==> src/rtl/tcrc_reg_param_if.sv <==
// Bus bundle for the serial CRC register: bit-strobe controls in, CRC state and serialiser outputs back.
`timescale 1ns/1ps
interface tcrc_reg_param_if #(
    parameter int WIDTH = 15
) ();
    logic             enable;
    logic             load;
    logic [WIDTH-1:0] preload;
    logic             start_out;
    logic             Input;
    logic             check;
    logic             err_clr;
    logic [WIDTH-1:0] crc_q;
    logic             crc_zero;
    logic             out_bit;
    logic             out_valid;
    logic             out_done;
    logic             err_sticky;

    modport master (
        output enable, load, preload, start_out, Input, check, err_clr,
        input  crc_q, crc_zero, out_bit, out_valid, out_done, err_sticky
    );

    modport slave (
        input  enable, load, preload, start_out, Input, check, err_clr,
        output crc_q, crc_zero, out_bit, out_valid, out_done, err_sticky
    );
endinterface

==> src/rtl/tcrc_reg_param.sv <==
// Serial CAN CRC register: MSB-first LFSR update per bit strobe, preload, and MSB-first CRC shift-out.
// Optional sticky receive-error flag enabled by defining CRC_STICKY_ERR_EN.
`timescale 1ns/1ps
module tcrc_reg_param #(
    parameter int             WIDTH     = 15,
    parameter logic [WIDTH-1:0] POLY      = 15'h4599,
    parameter logic [WIDTH-1:0] RESET_VAL = 15'h0000
) (
    input  logic            clock,
    input  logic            reset,
    tcrc_reg_param_if.slave bus
);
    localparam int               CNT_W    = $clog2(WIDTH);
    localparam logic [CNT_W-1:0] CNT_LAST = CNT_W'(WIDTH - 1);

    typedef enum logic {
        ST_CALC  = 1'b0,
        ST_SHIFT = 1'b1
    } state_t;

    state_t           state_r;
    state_t           state_nxt_s;
    logic [WIDTH-1:0] crc_r;
    logic [WIDTH-1:0] crc_nxt_s;
    logic [WIDTH-1:0] crc_sh_s;
    logic [CNT_W-1:0] cnt_r;
    logic [CNT_W-1:0] cnt_nxt_s;
    logic             done_r;
    logic             done_nxt_s;
    logic             fb_s;
    logic             crc_zero_s;

    assign crc_sh_s   = {crc_r[WIDTH-2:0], 1'b0};
    assign fb_s       = bus.Input ^ crc_r[WIDTH-1];
    assign crc_zero_s = (crc_r == {WIDTH{1'b0}});

    // State, CRC, bit counter and done pulse registers
    always_ff @(posedge clock or posedge reset) begin
        if (reset) begin
            state_r <= ST_CALC;
            crc_r   <= RESET_VAL;
            cnt_r   <= {CNT_W{1'b0}};
            done_r  <= 1'b0;
        end else begin
            state_r <= state_nxt_s;
            crc_r   <= crc_nxt_s;
            cnt_r   <= cnt_nxt_s;
            done_r  <= done_nxt_s;
        end
    end

    // Next-state logic; everything holds and done stays low without a bit strobe
    always_comb begin
        state_nxt_s = state_r;
        crc_nxt_s   = crc_r;
        cnt_nxt_s   = cnt_r;
        done_nxt_s  = 1'b0;
        if (bus.enable) begin
            case (state_r)
                ST_CALC: begin
                    if (bus.load) begin
                        crc_nxt_s = bus.preload;
                    end else if (bus.start_out) begin
                        state_nxt_s = ST_SHIFT;
                        cnt_nxt_s   = CNT_LAST;
                    end else begin
                        crc_nxt_s = crc_sh_s ^ (fb_s ? POLY : {WIDTH{1'b0}});
                    end
                end
                ST_SHIFT: begin
                    if (bus.load) begin
                        // Abort serialisation: no done pulse for a truncated field
                        crc_nxt_s   = bus.preload;
                        state_nxt_s = ST_CALC;
                        cnt_nxt_s   = {CNT_W{1'b0}};
                    end else begin
                        crc_nxt_s = crc_sh_s;
                        if (cnt_r == {CNT_W{1'b0}}) begin
                            state_nxt_s = ST_CALC;
                            done_nxt_s  = 1'b1;
                        end else begin
                            cnt_nxt_s = cnt_r - {{(CNT_W-1){1'b0}}, 1'b1};
                        end
                    end
                end
                default: begin
                    state_nxt_s = ST_CALC;
                end
            endcase
        end else begin
            done_nxt_s = 1'b0;
        end
    end

    assign bus.crc_q     = crc_r;
    assign bus.crc_zero  = crc_zero_s;
    assign bus.out_valid = (state_r == ST_SHIFT);
    assign bus.out_bit   = (state_r == ST_SHIFT) ? crc_r[WIDTH-1] : 1'b0;
    assign bus.out_done  = done_r;

`ifdef CRC_STICKY_ERR_EN
    logic err_r;
    logic err_set_s;

    assign err_set_s = bus.enable & bus.check & (state_r == ST_CALC) & ~crc_zero_s;

    // Sticky mismatch flag; a new mismatch outranks a simultaneous clear
    always_ff @(posedge clock or posedge reset) begin
        if (reset) begin
            err_r <= 1'b0;
        end else if (err_set_s) begin
            err_r <= 1'b1;
        end else if (bus.err_clr) begin
            err_r <= 1'b0;
        end else begin
            err_r <= err_r;
        end
    end

    assign bus.err_sticky = err_r;
`else
    logic unused_ok_s;
    assign unused_ok_s    = ^{bus.check, bus.err_clr};
    assign bus.err_sticky = 1'b0;
`endif
endmodule

==> src/flat_wrapper.sv <==
// flat-port wrapper written by rule: the top's interface ports become plain ports
module tcrc_reg_param_flat 
#(
    parameter int             WIDTH     = 15,
    parameter logic [WIDTH-1:0] POLY      = 15'h4599,
    parameter logic [WIDTH-1:0] RESET_VAL = 15'h0000
)
  (clock, reset, bus_enable, bus_load, bus_preload, bus_start_out, bus_Input, bus_check, bus_err_clr, bus_crc_q, bus_crc_zero, bus_out_bit, bus_out_valid, bus_out_done, bus_err_sticky);
  tcrc_reg_param_if #(.WIDTH(WIDTH)) bus_i ();
  input  logic clock;
  input  logic reset;
  input wire logic [$bits(bus_i.enable)-1:0] bus_enable;
  input wire logic [$bits(bus_i.load)-1:0] bus_load;
  input wire logic [$bits(bus_i.preload)-1:0] bus_preload;
  input wire logic [$bits(bus_i.start_out)-1:0] bus_start_out;
  input wire logic [$bits(bus_i.Input)-1:0] bus_Input;
  input wire logic [$bits(bus_i.check)-1:0] bus_check;
  input wire logic [$bits(bus_i.err_clr)-1:0] bus_err_clr;
  output wire logic [$bits(bus_i.crc_q)-1:0] bus_crc_q;
  output wire logic [$bits(bus_i.crc_zero)-1:0] bus_crc_zero;
  output wire logic [$bits(bus_i.out_bit)-1:0] bus_out_bit;
  output wire logic [$bits(bus_i.out_valid)-1:0] bus_out_valid;
  output wire logic [$bits(bus_i.out_done)-1:0] bus_out_done;
  output wire logic [$bits(bus_i.err_sticky)-1:0] bus_err_sticky;
  assign bus_i.enable = bus_enable;
  assign bus_i.load = bus_load;
  assign bus_i.preload = bus_preload;
  assign bus_i.start_out = bus_start_out;
  assign bus_i.Input = bus_Input;
  assign bus_i.check = bus_check;
  assign bus_i.err_clr = bus_err_clr;
  assign bus_crc_q = bus_i.crc_q;
  assign bus_crc_zero = bus_i.crc_zero;
  assign bus_out_bit = bus_i.out_bit;
  assign bus_out_valid = bus_i.out_valid;
  assign bus_out_done = bus_i.out_done;
  assign bus_err_sticky = bus_i.err_sticky;
  tcrc_reg_param #(.WIDTH(WIDTH), .POLY(POLY), .RESET_VAL(RESET_VAL)) u_core (.clock(clock), .reset(reset), .bus(bus_i));
endmodule
==> config.mk <==
export PLATFORM = sky130hd
export DESIGN_NAME = tcrc_reg_param_flat
export DESIGN_NICKNAME = d
export VERILOG_FILES = /design/src/rtl/tcrc_reg_param_if.sv /design/src/rtl/tcrc_reg_param.sv /design/src/flat_wrapper.sv
export SDC_FILE = /design/constraint.sdc
export NUM_CORES = 1
export LEC_CHECK = 0
export ABC_AREA = 0
export CELL_PAD_IN_SITES_DETAIL_PLACEMENT = 1
export CELL_PAD_IN_SITES_GLOBAL_PLACEMENT = 2
export CORE_MARGIN = 2
export CORE_UTILIZATION = 25
export DETAILED_ROUTE_END_ITERATION = 10
export PLACE_DENSITY = 0.8
export SETUP_SLACK_MARGIN = 0.3
export SLEW_MARGIN = 5
export SYNTH_ARGS = -nofsm -noshare
export SYNTH_HDL_FRONTEND = slang
export SYNTH_SLANG_ARGS = --single-unit
==> constraint.sdc <==
create_clock -name clock -period 1.8 [get_ports clock]
set_input_delay 0.27 -clock clock [delete_from_list [all_inputs] [get_ports clock]]
set_output_delay 0.27 -clock clock [all_outputs]
set_load 0.01 [all_outputs]
# Word level (Yosys, flattened, before mapping)
# Index checks and enable logic that the tools add are counted.
[op_classes]
order_cmp = 0
mul = 0
reduce_logical = 4
n_eq_ne = 4
bitwise_logic = 3
mux = 20
div = 0
n_addsub = 1
shift = 0
[op_table]
columns = ["operator", "count"]
rows = [
  ["$mux W15", 4],
  ["$pmux W15 S2", 1],
  ["$mux W4", 4],
  ["$logic_not A15 Y1", 1],
  ["$xor A15 B15 Y15", 1],
  ["$mux W1", 9],
  ["$pmux W4 S2", 1],
  ["$ne A3 B3 Y1 const B", 2],
  ["$logic_not A4 Y1", 1],
  ["$ne A2 B2 Y1 const B", 2],
  ["$reduce_and A4 Y1", 1],
  ["$sub A4 B1 Y4 const B", 1],
  ["$pmux W1 S2", 1],
  ["$reduce_and A2 Y1", 1],
  ["$not A1 Y1", 1],
  ["$xor A1 B1 Y1", 1],
]
[word_totals]
word_cells = 36
input_bits = 23
out_inout_bits = 20
ram_bits = 0
romBits = 0
regBits = 21
latchBits = 0
memories = 0

# Longest topological paths before layout
# Gate-level depths: netlist (run 1).
[depth]
depth_word = 6
depth_mapped = 6
depth_no_buf = 6

# Worst setup path after synthesis (run 1)
# No wires, ideal clock.
[synth_timing]
path_kind = "register to register"
from = "register u_core.cnt_r[0]"
to = "register u_core.cnt_r[0]"
setup_ps = 95
path_buffers = 0
slack_ps = 362
period_less_slack_ps = 1438
stages_incl_launch_ff = 7
arrival_time_ps = 1342
required_ps = 1705
path_cell_list = "dfrtp_1 inv_1 ha_1 or3b_2 nor3_1 o21ai_0 o31ai_1"
[synth_between]
elab_chain_len = 4
word_cells_on_any_way = 7
classes_between = "1 x add/sub; 1 x eq/ne; 3 x mux; 2 x reduce/logical"
[synth_lines]
columns = ["element", "line", "text"]
rows = [
  ["from (decl)", "tcrc_reg_param.sv:26", "logic [CNT_W-1:0] cnt_r;"],
  ["from (signal assigned)", "tcrc_reg_param.sv:42", "cnt_r <= {CNT_W{1'b0}};"],
  ["from (signal assigned)", "tcrc_reg_param.sv:47", "cnt_r <= cnt_nxt_s;"],
  ["$sub A4 B1 Y4", "tcrc_reg_param.sv:82", "cnt_nxt_s = cnt_r - {{(CNT_W-1){1'b0}}, 1'b1};"],
  ["$mux W4", "tcrc_reg_param.sv:78", "if (cnt_r == {CNT_W{1'b0}}) begin"],
  ["$mux W4", "tcrc_reg_param.sv:71", "if (bus.load) begin"],
  ["$pmux W4 S2", "tcrc_reg_param.sv:59", "case (state_r)"],
]
# Parallel ways exist; a longest one is shown, timed or not. The select of a mux whose other input is x is not followed.
# A chain may end at the register's enable or synchronous reset.

# Worst setup path in the final report (run 1)
[layout_timing]
from = "register u_core.crc_r[5], in the netlist u_core.bus.crc_q[5]"
to = "output port bus_crc_zero"
[layout_between]
elab_chain_len = 1
[layout_lines]
columns = ["element", "line", "text"]
rows = [
  ["from (decl)", "tcrc_reg_param.sv:23", "logic [WIDTH-1:0] crc_r;"],
  ["from (signal assigned)", "tcrc_reg_param.sv:46", "crc_r <= crc_nxt_s;"],
  ["$logic_not A15 Y1", "tcrc_reg_param.sv:35", "assign crc_zero_s = (crc_r == {WIDTH{1'b0}});"],
  ["to (decl)", "flat_wrapper.sv:20", "output wire logic [$bits(bus_i.crc_zero)-1:0] bus_crc_zero;"],
]
# Every way passes these cells.

==> qor.yml, run 1 <==
worstReg2RegEnd: "u_core.cnt_r[0]$_DFFE_PP0P_"
nets: 211
clk_pin_slew_ns: 0.09
vias_per_cell: 4.966
end_kind: "primary output"
clockRootBuffer: "clkbuf_8"
placementRows: 24
holdBufCountCts: 0
place_inst: 227
cp-start-kind: "register"
ioPinCount: 43
syn2layout_area_growth_pct: 58.61
hpwl_um: 2734
cts_buffers: 3
startpoint: "u_core.bus.crc_q[5]$_DFFE_PP0P_"
r2r_start: "u_core.cnt_r[0]$_DFFE_PP0P_"
final-instance-count-excl-fill: 237
setup_viol_count_final: 0
antenna_cells: 0
clk_path_buf_depth: 2
slew_violations: 0
cp_data_required_time_ns: 1.53
timing.reg2reg.setup_slack_ns: 0.34
fmax_ghz: 0.6345
multi_input_area_um2: 638.1
p_leak_uw: 0.0008320
dieArea_um2: 5179
hold_viol_final: 0
gp_congestion: 0.7253
antenna_left: 0
outcome: "completed"
syn-cell-area_um2: 1155
seq_area_frac_synth_pct: 45.50
die_x_um: 71.97
grt_overflow_total: 0
synth-edff-count: 0
core_area_um2: 4414
peakVddDrop_mv: 0.3496
grt_first_pass_wirelength_um: 6051
cts_tree: "done"
async_flop_share_pct: 100.0
grt_use_total_pct: 15.04
avgRoutedWirePerCell_um: 15.75
cts_max_level: 1
antenna_found_initial: 0
start_util_pct: 26.16
nFillCells: 523
path_class: "register to primary output"
p_per_area_nw_per_um2: 1142
synth.avg_cell_area_um2: 9.239
crit_arrival_ns: 1.31
drc: 0
wirelength_met1_um: 1651
routed.top_layer: "met4"
dr_wl_met2_um: 1878
maxCapViolCount: 0
first_pass_iters: 3
drive_above_1_share_pct: 24.32
finalWirelength_um: 3733
cts.sinks: 21
worstHoldPathType: "input port to asynchronous set/reset pin"
synth_warnings: 0
r2r_cells: 6
rsz0062_at_grt: "true"
syn_inst: 125
port_buffers: 39
syn_nets: 150
grt_max_degree: 25
ys.flop_type: "dfrtp_1"
grt_pass1_vias: 1267
min_period_over_period_pct: 87.56
post-route-min-period_ns: 1.576
wl_met3_um: 165
path_max_fanout: 2
synth-seq-cells: 21
regArea_um2: 526.8
dieHeight_um: 71.97
synth.distinct_cells: 34
drt_iter0_drc: 33
fin_tns_setup_ns: 0
insertion_delay_ns: 0.27
clock_skew_ns: 0.008685
num_vias: 1177
[critical path, stage by stage, from the launching register on]
cell	delay (ns)
dfrtp_1	0.41
nor4_2	0.26
and4_1	0.23
buf_2	0.14
[state kept, by name (all words and copies together) (netlist names)]
| register | count |
|---|---|
| u_core.bus.out_valid | 1 |
| u_core.bus.out_done | 1 |
| u_core.cnt_r | 4 |
| u_core.bus.crc_q | 15 |
[metal layers]
layer	GRT usage, %	up-vias
met1	18.99	582
met3	3.056	5
met2	26.23	30
li1	-	560
met4	3.983	0
met5	0	-
[stage by stage]
stage	utilization [%]	hold WS, ns	instance area, µm²	setup slack, ns	total power [µW]
after floorplan	-	0.2465	1155	0.3624	1185
after global placement	38.69	0.5021	1708	0.06045	1643
after detailed placement	38.69	0.5407	1708	0.08816	1687
after CTS	40.42	0.3457	1784	0.2066	2043
after global routing	41.50	0.3551	1832	0.1539	2242
final	41.50	0.3217	1832	0.2239	2091
[cell type report]
| type | instances | share of cell area, % |
|---|---|---|
| clock inverters | 1 | 0.4098 |
| flip-flops and latches | 21 | 28.76 |
| well taps | 52 | 3.552 |
| inverters | 4 | 0.8197 |
| clock buffers | 3 | 2.254 |
| repair buffers | 62 | 29.37 |
| multi-input cells | 94 | 34.84 |
[cell usage in the layout, fill, tap and decap left out, drive strengths merged]
| master | n |
|---|---|
| or3b | 1 |
| clkinvlp | 1 |
| or2 | 1 |
| ha | 2 |
| o31ai | 1 |
| clkdlybuf4s50 | 22 |
| nor3b | 1 |
| nor3 | 3 |
| nor4 | 4 |
| nor2 | 5 |
| mux2i | 8 |
| and4 | 1 |
| a21bo | 1 |
| o22ai | 1 |
| nand3b | 1 |
| o31a | 1 |
| clkbuf | 4 |
| conb | 1 |
| o21ai | 23 |
| or3 | 1 |
| nor2b | 1 |
| nand2 | 11 |
| a21oi | 8 |
| and2 | 2 |
| dlygate4sd2 | 14 |
| and3 | 6 |
| a31oi | 2 |
| inv | 4 |
| dfrtp | 21 |
| xnor2 | 7 |
| buf | 24 |
| nand2b | 1 |
| dlymetal6s2s | 1 |
[cells in the mapped netlist (2+ instances only)]
cell type  number  area [µm²]
buf_2           3       15.01
inv_1           3       11.26
nor3_1          3       15.01
clkbuf_1        2       7.510
nor4_1          4       25.02
mux2i_1         8       80.08
xnor2_1         7       61.31
ha_1            2       25.02
a31oi_1         2       12.51
dfrtp_1        21       525.5
a21oi_1         8       40.04
o21ai_0        17       85.08
nor2_1          4       15.01
and3_1          6       37.54
o21ai_1         6       30.03
nand2_1        11       41.29
[where the power goes]
part	internal, µW	switching (µW)	total (µW)
Clock	157	177	334
Combinational	538	482	1020
Sequential	607	131	738
[cells by family after synthesis]
group | count (synthesis) | share of synthesized area (%)
XOR/XNOR | 7 | 5.309
AO/OA/AOI/OAI | 37 | 17.34
AND/OR/NAND/NOR | 39 | 18.53
flip-flops | 21 | 45.50
other | 1 | 0.3247
multiplexers | 8 | 6.934
buffers and inverters | 10 | 3.900
adder cells (fa/ha/maj) | 2 | 2.167
[how the worst max path moves through the flow]
stage | end | slack (ns) | cells after the start
global route | bus_crc_zero | 0.15 | 3
CTS | bus_crc_zero | 0.21 | 3
floorplan | u_core.cnt_r[0]$_DFFE_PP0P_ | 0.36 | 6
global placement | bus_crc_zero | 0.06 | 3
detailed placement | bus_crc_zero | 0.09 | 3
finish | bus_crc_zero | 0.22 | 3
[timing repair]
action | in CTS | in global routing
pin swaps | 3 | 2
resized for setup | 28 | 8
buffers inserted | 3 | 3
endpoints found under the hold margin | 0 | 0
endpoints found under the setup margin | 21 | 7
No activity file was read; power rests on OpenSTA's default activity.
==> run 2: changes to the inputs <==
- CELL_PAD_IN_SITES_DETAIL_PLACEMENT: 1 -> unset
- CELL_PAD_IN_SITES_GLOBAL_PLACEMENT: 2 -> unset
- CORE_UTILIZATION: 25 -> 43
==> run 2 against run 1 <==
Combinational power about the same; wire length decreased by 11%; power decreased by 4.5%; critical path depth unchanged; hold slack got worse by 0.058 ns; clock skew decreased by 0.0066 ns; die area decreased by 40%; via count increased by 1.0%; sequential share of layout area increased by 0.95 points; highest routed layer unchanged.
==> qor.yml, run 2 (synthesis gave the netlist of run 1 again) <==
grt_first_pass_wirelength_um: 5851  # was 6051 µm
post-route-min-period_ns: 1.663  # was 1.576 ns
placementRows: 18  # was 24
syn2layout_area_growth_pct: 53.52  # was 58.61%
clk_pin_slew_ns: 0.13  # was 0.09 ns
clockRootBuffer: "clkbuf_4"  # was clkbuf_8
first_pass_iters: 4  # was 3
cts_max_level: 1  # unchanged
num_vias: 1189  # was 1177
ioPinCount: 43  # unchanged
port_buffers: 39  # unchanged
cts_buffers: 3  # unchanged
avgRoutedWirePerCell_um: 15.57  # was 15.75 µm
regArea_um2: 526.8  # unchanged
clock_skew_ns: 0.002086  # was 0.008685 ns
r2r_cells: 5  # was 6
fmax_ghz: 0.6014  # was 0.6345 GHz
timing.reg2reg.setup_slack_ns: 0.32  # was 0.34 ns
layout_commonest_cell: "clkdlybuf4s50_1"  # was buf_4
cts_tree: "done"  # unchanged
peakVddDrop_mv: 0.7115  # was 0.3496 mV
outcome: "completed"  # unchanged
place_ws_ns: 0.08053  # was 0.08816 ns
worstHoldPathType: "input port to asynchronous set/reset pin"  # unchanged
clk_path_buf_depth: 2  # unchanged
worst_slack_ns: 0.1373  # was 0.2239 ns
gp_congestion: 0.7993  # was 0.7253
p_per_area_nw_per_um2: 1126  # was 1142 nW/µm²
end_kind: "primary output"  # unchanged
path_max_fanout: 2  # unchanged
dieHeight_um: 55.83  # was 71.97 µm
layout_common_cells: "21 x clkdlybuf4s50_1, 20 x buf_4, 20 x dfrtp_1"  # was 23 x buf_4, 22 x clkdlybuf4s50_1, 20 x dfrtp_1
cp_data_required_time_ns: 1.53  # about the same
worstReg2RegEnd: "u_core.cnt_r[3]$_DFFE_PP0P_"  # was u_core.cnt_r[0]$_DFFE_PP0P_
setup_viol_count_final: 0  # unchanged
dieArea_um2: 3116  # was 5179 µm²
holdBufCountCts: 0  # unchanged
cp-start-kind: "register"  # unchanged
drc: 0  # unchanged
nFillCells: 213  # was 523
start_util_pct: 45.78  # was 26.16%
fin_tns_setup_ns: 0  # unchanged
die_x_um: 55.83  # was 71.97 µm
insertion_delay_ns: 0.32  # was 0.27 ns
startpoint: "u_core.bus.crc_q[1]$_DFFE_PP0P_"  # was u_core.bus.crc_q[5]$_DFFE_PP0P_
crit_arrival_ns: 1.39  # was 1.31 ns
min_period_over_period_pct: 92.37  # was 87.56%
finalWirelength_um: 3333  # was 3733 µm
nets: 210  # was 211
largest_register_ffs: 15  # unchanged
p_total_uw: 1997  # was 2091 µW
drive_above_1_share_pct: 23.37  # was 24.32%
multi_input_area_um2: 633.1  # was 638.1 µm²
core_area_um2: 2522  # was 4414 µm²
hold_viol_final: 0  # unchanged
slew_violations: 0  # unchanged
maxCapViolCount: 0  # unchanged
grt_use_total_pct: 23.65  # was 15.04%
antenna_found_initial: 0  # unchanged
grt_max_degree: 25  # unchanged
grt_overflow_total: 0  # unchanged
rsz0062_at_grt: "true"  # unchanged
vias_per_cell: 5.556  # was 4.966
drt_iter0_drc: 38  # was 33
r2r_start: "u_core.cnt_r[0]$_DFFE_PP0P_"  # unchanged
p_leak_uw: 0.0008158  # was 0.0008320 µW
path_class: "register to primary output"  # unchanged
hpwl_um: 2363  # was 2734 µm
cts.sinks: 21  # unchanged
grt_pass1_vias: 1295  # was 1267
antenna_left: 0  # unchanged
antenna_cells: 0  # unchanged
run 2: power breakdown:
part           internal [µW]  switching (µW)
registers                606             130
clock network           83.5             164
logic                    532             482
run 2: worst max-delay path by stage:
stage                                  end  slack, ns  cells after the start
2_1_floorplan  u_core.cnt_r[0]$_DFFE_PP0P_       0.36                      6
3_3_place_gp                  bus_crc_zero       0.11                      3
3_5_place_dp                  bus_crc_zero       0.08                      3
4_1_cts                       bus_crc_zero       0.14                      3
5_1_grt                       bus_crc_zero       0.08                      3
6_report                      bus_crc_zero       0.14                      3
run 2: final cells by class:
cell class                      instances  area share, %
Clock buffer                            3          1.270
Clock inverter                          1         0.2823
Inverter                                4         0.8469
Multi-Input combinational cell         94          35.71
Sequential cell                        21          29.71
Tap cell                               30          2.117
Timing Repair Buffer                   61          30.06
run 2: routing by layer:
layer	GRT usage [%]	vias to the layer above	wire length, µm
met5	0	-	0
met4	11.22	0	94
met3	6.279	16	207
met2	39.29	45	1639
met1	28.49	566	1392
li1	-	562	-
run 2: metrics by stage:
step	instances	hold slack [ns]	area (µm²)	utilization, %
2_1_floorplan	125	0.2465	1155	-
3_3_place_gp	201	0.4960	1650	65.43
3_5_place_dp	201	0.4897	1650	65.43
4_1_cts	212	0.2800	1725	68.40
5_1_grt	214	0.3127	1773	70.29
6_report	214	0.2634	1773	70.29
run 2: critical path, cell delays in order, from the launching register on:
cell and delay (ns):
dfrtp_1 0.42, nor4_2 0.28, and4_1 0.24, buf_2 0.13
run 2: timing repair:
action                                 4_1_cts  5_1_grt
setup endpoints to repair                   21        7
gates resized for setup                     31        8
setup buffers                                7        2
pin swaps                                    3        0
endpoints found under the hold margin        0        0
==> run 3: changes to the inputs <==
- CAP_MARGIN: unset -> 10
- CTS_CLUSTER_DIAMETER: unset -> 50
==> results of run 3 <==
Final layout, timing and power as in run 2 (identical DEF).
